===== src/rtl/serial_addsub_pkg.sv =====
// Shared types and constants for the bit-serial multi-channel adder/subtractor.
package serial_addsub_pkg;

  typedef enum logic {
    IDLE = 1'b0,
    RUN  = 1'b1
  } state_t;

  localparam logic MODE_ADD = 1'b0;
  localparam logic MODE_SUB = 1'b1;

  // Bits needed to hold 0..n-1, never less than one.
  function automatic int unsigned clog2(input int unsigned n);
    int unsigned w;
    w = 0;
    for (int unsigned i = 0; i < 32; i++) begin
      if ((64'(1) << i) < 64'(n)) w = i + 1;
    end
    return (w == 0) ? 1 : w;
  endfunction

endpackage


===== src/rtl/serial_fa_cell.sv =====
// One channel of the serial adder: carry flop plus full-adder slice.
module serial_fa_cell
  import serial_addsub_pkg::*;
(
  input  logic clk,
  input  logic rst,
  input  logic en,
  input  logic first,
  input  logic mode_eff,
  input  logic a,
  input  logic b,
  output logic sum_c,
  output logic cnext_c,
  output logic ovf_c
);

  logic carry_q;
  logic bb;
  logic cin;

  // Subtraction is a + ~b + 1: invert b and seed the carry with 1 on bit 0.
  always_comb begin
    bb      = b ^ (mode_eff == MODE_SUB);
    cin     = first ? mode_eff : carry_q;
    sum_c   = a ^ bb ^ cin;
    cnext_c = (a & bb) | (a & cin) | (bb & cin);
    ovf_c   = cin ^ cnext_c;
  end

  always_ff @(posedge clk) begin
    if (rst) begin
      carry_q <= 1'b0;
    end else if (en) begin
      carry_q <= cnext_c;
    end
  end

endmodule


===== src/rtl/serial_addsub.sv =====
// Bit-serial LSB-first add/subtract on NCH channels sharing one framing handshake.
module serial_addsub
  import serial_addsub_pkg::*;
#(
  parameter int unsigned WORD_W = 8,
  parameter int unsigned NCH    = 2
) (
  input  logic           clk,
  input  logic           rst,
  input  logic           in_valid,
  input  logic           in_first,
  input  logic           mode,
  input  logic [NCH-1:0] a,
  input  logic [NCH-1:0] b,
  output logic [NCH-1:0] stream,
  output logic           out_valid,
  output logic           out_last,
  output logic [NCH-1:0] carry_out,
  output logic [NCH-1:0] ovf,
  output logic           busy,
  output logic           err
);

  localparam int unsigned CW = clog2(WORD_W);
  localparam logic [CW-1:0] CNT_MSB = CW'(WORD_W - 1);

  state_t        state_q, state_n;
  logic [CW-1:0] cnt_q, cnt_n;
  logic          mode_q, mode_n;

  logic           first_beat;
  logic           process;
  logic           is_msb;
  logic           mode_eff;
  logic [NCH-1:0] sum_c;
  logic [NCH-1:0] cnext_c;
  logic [NCH-1:0] ovf_c;

  logic [NCH-1:0] stream_n;
  logic           out_valid_n;
  logic           out_last_n;
  logic [NCH-1:0] carry_out_n;
  logic [NCH-1:0] ovf_n;
  logic           busy_n;
  logic           err_n;

  // Beat qualification shared by the FSM and the datapath.
  always_comb begin
    first_beat = in_valid & in_first;
    process    = in_valid & (in_first | (state_q == RUN));
    is_msb     = (state_q == RUN) & ~in_first & (cnt_q == CNT_MSB);
    mode_eff   = first_beat ? mode : mode_q;
  end

  for (genvar ch = 0; ch < NCH; ch++) begin : g_ch
    serial_fa_cell u_cell (
      .clk      (clk),
      .rst      (rst),
      .en       (process),
      .first    (first_beat),
      .mode_eff (mode_eff),
      .a        (a[ch]),
      .b        (b[ch]),
      .sum_c    (sum_c[ch]),
      .cnext_c  (cnext_c[ch]),
      .ovf_c    (ovf_c[ch])
    );
  end

  // State, counter, latched mode and all registered outputs.
  always_ff @(posedge clk) begin
    if (rst) begin
      state_q   <= IDLE;
      cnt_q     <= '0;
      mode_q    <= MODE_ADD;
      stream    <= '0;
      out_valid <= 1'b0;
      out_last  <= 1'b0;
      carry_out <= '0;
      ovf       <= '0;
      busy      <= 1'b0;
      err       <= 1'b0;
    end else begin
      state_q   <= state_n;
      cnt_q     <= cnt_n;
      mode_q    <= mode_n;
      stream    <= stream_n;
      out_valid <= out_valid_n;
      out_last  <= out_last_n;
      carry_out <= carry_out_n;
      ovf       <= ovf_n;
      busy      <= busy_n;
      err       <= err_n;
    end
  end

  // A first beat always (re)starts a word, even mid-word; that is the abort path.
  always_comb begin
    state_n = state_q;
    cnt_n   = cnt_q;
    mode_n  = mode_q;
    if (first_beat) begin
      state_n = RUN;
      cnt_n   = CW'(1);
      mode_n  = mode;
    end else if (in_valid && (state_q == RUN)) begin
      if (is_msb) begin
        state_n = IDLE;
        cnt_n   = '0;
      end else begin
        cnt_n = cnt_q + CW'(1);
      end
    end
  end

  always_comb begin
    stream_n    = '0;
    out_valid_n = 1'b0;
    out_last_n  = 1'b0;
    carry_out_n = '0;
    ovf_n       = '0;
    err_n       = 1'b0;
    busy_n      = (state_n == RUN);
    if (process) begin
      out_valid_n = 1'b1;
      stream_n    = sum_c;
      if (is_msb) begin
        out_last_n  = 1'b1;
        carry_out_n = cnext_c;
        ovf_n       = ovf_c;
      end
    end
    if (first_beat && (state_q == RUN)) err_n = 1'b1;
  end

endmodule


===== config.mk =====
export PLATFORM = sky130hd
export DESIGN_NAME = serial_addsub
export DESIGN_NICKNAME = d
export VERILOG_FILES = /design/src/rtl/serial_addsub_pkg.sv /design/src/rtl/serial_fa_cell.sv /design/src/rtl/serial_addsub.sv
export SDC_FILE = /design/constraint.sdc
export NUM_CORES = 1
export LEC_CHECK = 0
export BUFFER_PORTS_ARGS = -buffer_cell sky130_fd_sc_hd__buf_2
export CORE_MARGIN = 2
export CORE_UTILIZATION = 50
export DETAILED_ROUTE_END_ITERATION = 16
export PLACE_DENSITY = 0.77
export REMOVE_ABC_BUFFERS = 1
export SLEW_MARGIN = 15
export SYNTH_ARGS = -nofsm -noshare
export SYNTH_HDL_FRONTEND = slang
export SYNTH_SLANG_ARGS = --single-unit

===== constraint.sdc =====
create_clock -name clk -period 2.75 [get_ports clk]
set_input_delay 0.4125 -clock clk [delete_from_list [all_inputs] [get_ports clk]]
set_output_delay 0.4125 -clock clk [all_outputs]
set_load 0.005 [all_outputs]

Yosys cells after proc, flatten, opt, wreduce, memory -nomap -nowiden
Index checks and enable logic that the tools add are counted.
Widths: inputs -> output; s select.
{"block": "word_totals", "register_bits": 16, "out_inout_bits": 10, "word_cells": 60, "input_bits": 9}
{"block": "op_classes", "eq_ne": 1, "mux": 12, "reduce_logical": 8, "add_sub_neg": 1, "n_bitwise": 26}
{"cell": "$mux 1", "n": 11}
{"cell": "$and 1x1->1", "n": 10}
{"cell": "$xor 1x1->1", "n": 8}
{"cell": "$or 1x1->1", "n": 5}
{"cell": "$reduce_bool 2->1", "n": 2}
{"cell": "$reduce_or 2->1", "n": 2}
{"cell": "$add 3x1->3 const B", "n": 1}
{"cell": "$eq 3x3->1 const B", "n": 1}
{"cell": "$mux 3", "n": 1}
{"cell": "$not 1->1", "n": 3}
{"cell": "$reduce_or 3->1", "n": 1}
{"cell": "$logic_and 1x1->1", "n": 2}
{"cell": "$reduce_and 2->1", "n": 1}

Depth between registers and ports, before layout
{"block": "logic_depth", "ltp_word": 7, "ltp_mapped": 7, "mapped_depth_nobuf": 6}

Cells and area by module
From an unflattened synthesis, not the netlist that was laid out.
{"block": "hier_totals", "cells_unflattened": 71, "hier_area_um2": 705.7}
{"mod": "serial_addsub", "area_each_um2": 518.0, "cells_each": 51, "n_inst": 1}
{"mod": "serial_fa_cell", "area_each_um2": 93.8, "cells_each": 10, "n_inst": 2}

Worst setup path after synthesis
No wires, ideal clock.
{"block": "synth_path", "path_type": "in2reg", "startpoint": "input port in_valid", "endpoint": "register ovf[0]", "stages": 7, "required_ns": 2.678, "arrival_ns": 1.699, "path_slack_ns": 0.980, "setup_time_ns": 0.072, "path_cell_list": "buf_2 > and3_4 > a21oi_4 > xor2_1 > fa_1 > nand3b_1 > mux2i_1"}
{"block": "synth_between", "elab_chain_cells": 7, "elab_cells_between_ends": 13, "classes_between": "mux (2); bitwise (10); reduce/logical (1)"}
{"element": "start, declared", "line": "serial_addsub.sv:10", "text": "input logic in_valid,"}
{"element": "$and 1x1->1", "line": "serial_addsub.sv:49", "text": "first_beat = in_valid & in_first;"}
{"element": "$mux 1"}
{"element": "$xor 1x1->1 / $mux 1 (equally long branches)", "line": "serial_fa_cell.sv:23, serial_fa_cell.sv:24"}
{"element": "$and 1x1->1", "line": "serial_fa_cell.sv:26", "text": "cnext_c = (a & bb) | (a & cin) | (bb & cin);"}
{"element": "$or 1x1->1 (2 in a row)", "line": "serial_fa_cell.sv:26"}
{"element": "$xor 1x1->1", "line": "serial_fa_cell.sv:27", "text": "ovf_c = cin ^ cnext_c;"}
{"element": "end signal, assigned", "line": "serial_addsub.sv:91", "text": "ovf <= ovf_n;"}
{"element": "end, declared", "line": "serial_addsub.sv:19", "text": "output logic [NCH-1:0] ovf,"}
Several ways; a longest one is shown, not always the timed one.
A chain may end at the register's enable or synchronous reset.

Final worst setup path
{"block": "layout_path", "startpoint": "input port in_valid", "endpoint": "register ovf[1]"}
The elaborated chain is that of the path after synthesis.

==> run_results.csv <==
group,metric,value,unit
run_status,status,"finished clean",
layout,seqCellArea,320,µm²
global_route,antenna_found_initial,0,
global_route,grt_max_degree,11,
layout,fill_cells,121,
timing,rsz0062_at_grt,"false",
setup_path,cp_slowest_cell,"fa_1",
timing,relSlewSlack,78.7,%
detailed_routing,wl_per_cell,11.9,µm
power,seq_power_share,53.8,%
power,pwr-share-clk,33.9,%
place,place.gp.congestion,0.765,
floorplan,die_width,41.0,µm
power,p_int,347,µW
global_route,grt_pass1_vias,466,
setup_path,setup.worst_path.class,"primary input to register",
detailed_routing,vias,541,
synth,ys_seq_area_share,46.7,%
timing,max_freq,634,MHz
layout,final_util,63.9,%
layout,final_area,821,µm²
setup_path,crit_required,2.97,ns
synth,syn_area,686,µm²
timing,hold_viol,0,
timing,slew_violations,0,
power,ir_drop,0.290,mV
clock_network,h-tree-depth,1,
synth,synth_seq_cells,16,
clock_network,cts_tree,"yes",
timing,setup_tns,0,ns
detailed_routing,drc,0,
worst_hold_path,hold_class,"primary input to register",
setup_path,worstPathMaxFanout,10,
detailed_routing,firstDrtPassIters,4,
timing,worst_pin_slew,0.316,ns
synth,synth_cells,68,
clock_network,cts_resized,0,
clock_network,post-cts-setup-buffer-count,0,
clock_network,cts.clk_slew.worst_paths,0.09,ns
floorplan,die-area,1680,µm²
power,p_sw_share,24.2,%
clock_network,clock_latency,0.28,ns
detailed_routing,ant_nets,0,
setup_path,crit_path_start_kind,"primary input",
synth,yosysWarnings,0,
power,power_switching,110,µW
setup_path,critPathMaxStageDelay,0.44,ns
layout,insertedDiodeCount,0,
setup_path,arrival,1.80,ns
layout,drive_gt1_share,33.0,%
clock_network,clockBufferDepth,2,
floorplan,start_util,53.4,%
clock_network,cts-hold-fix-buffers,0,
layout,area_growth,19.7,%
setup_path,path_cells,"buf_2, nand2_2, a21oi_4, xor2_1, fa_1, nand3b_1, mux2i_1",
timing,finalSetupViolCount,0,
floorplan,core,1280,µm²
timing,post-route-period-util,57.4,%
timing,fin_hold_ws,0.397,ns
power,p_leak,0.000414,µW
synth,synth_cell_types,26,
detailed_routing,routed_wl,1.23,mm
clock_network,cts_made_buffers,3,
timing,skew,0.00180,ns
detailed_routing,routed_via_density,5.25,
floorplan,row_count,13,
layout,multi_input_area,333,µm²
global_route,grt_usage,18.2,%
power,p_per_area,557,nW/µm²
clock_network,cts_root_buf,"clkbuf_4",
global_route,grt_overflow,0,
place,place_area,785,µm²
detailed_routing,initialDrtViolationCount,5,
setup_path,endpoint_kind,"register",
clock_network,clock_sinks,16,
flow_run,maxCapViolCount,0,
synth,avgSynthCellArea,10.1,µm²
floorplan,die_y,41.0,µm
global_route,grt_pass1_wl,1.89,mm
floorplan,io_pins,19,
layout,nets,102,
place,portBuffers,18,
timing,period_minus_slack,1.58,ns
power,p_comb_share,12.3,%
## Yosys cell counts
cell      instances  area, µm²
and2b_2           1       8.76
nor2_1            6       22.5
o21a_1            1       7.51
nand3b_1          2       15.0
a21oi_1           4       20.0
nor2b_1           1       6.26
nand2_2           1       6.26
fa_1              2       40.0
nand2_1           5       18.8
ha_1              2       25.0
and3b_1           1       8.76
and3_4            1       11.3
and4bb_2          1       12.5
a21oi_4           1       16.3
a21oi_2           2       17.5
buf_2             2       10.0
a32oi_1           1       8.76
and3_1            1       6.26
nand4b_1          1       8.76
nand3_1           2       10.0
inv_1             6       22.5
a211oi_1          2       15.0
xor2_1            2       17.5
o21ai_0           2       10.0
dfxtp_1          16        320
mux2i_1           2       20.0
## registers in the layout (all words and copies together), names as in the netlist
register             flops
out_valid                1
carry_out                2
cnt_q                    3
ovf                      2
mode_q                   1
state_q                  1
stream                   2
err                      1
g_ch.u_cell.carry_q      2
out_last                 1
## metal layers
layer	share of wire, %	track usage, %	vias up
met5	0	0	-
met4	1.8	12.5	0
met3	4.2	3.26	4
met2	49	30.9	17
met1	45	20.4	248
li1	-	-	272
## cell type report
cell class                      count  area share, %
Inverter                            6           2.74
Tap cell                           15           2.29
Sequential cell                    16           39.0
Clock buffer                        4           4.42
Timing Repair Buffer               18           11.0
Multi-Input combinational cell     44           40.5
## stage by stage
step	total power, µW	setup slack, ns	cells
4_1_cts	462	1.18	103
2_1_floorplan	286	1.14	66
3_5_place_dp	307	0.883	99
5_1_grt	477	1.10	103
6_report	457	1.17	103
3_3_place_gp	306	0.902	99
## final timing paths
check / start / to / slack, ns / cells after the start
min reg2reg: cnt_q[2]$_SDFFE_PP0P_ / cnt_q[2]$_SDFFE_PP0P_ / 0.49 / 2
max: in_valid / ovf[1]$_SDFF_PP0_ / 1.17 / 7
min: rst / cnt_q[0]$_SDFFE_PP0P_ / 0.40 / 2
max reg2reg: mode_q$_SDFF_PP0_ / ovf[1]$_SDFF_PP0_ / 1.33 / 5
## placed cells by master, fill, tap and decap left out, types with 3 or more instances in the layout
master	instances
a21oi_1	4
nand2_1	5
dfxtp_1	16
clkbuf_4	3
inv_1	6
buf_2	18
nor2_1	6
## power groups by stage
stage / Sequential [µW] / Combinational [µW] / Clock, µW
4_1_cts: 246 / 56.3 / 159
3_5_place_dp: 251 / 55.8 / 0
5_1_grt: 247 / 64.1 / 165
2_1_floorplan: 251 / 35.1 / 0
3_3_place_gp: 251 / 55.2 / 0
6_report: 246 / 56.2 / 155
## critical path: cells and delay by family
family	cells	cell delay, ns
AOI/OAI and AO/OA	1	0.20
xor gates and xnor gates	1	0.10
adders and majority gates	1	0.44
buffers and inverters	1	0.17
muxes	1	0.13
and+or+nand+nor	2	0.34
## kinds of logic (layout without fill, tap and decap cells)
| logic type | count (synthesis) | after routing | synth area share [%] |
|---|---|---|---|
| buf+inv | 8 | 28 | 4.74 |
| xor+xnor | 2 | 2 | 2.56 |
| compound gates | 13 | 13 | 13.9 |
| fa+ha+maj | 4 | 4 | 9.49 |
| simple gates | 23 | 23 | 19.7 |
| flops | 16 | 16 | 46.7 |
| mux | 2 | 2 | 2.92 |
Power figures use the tool's default switching activity.
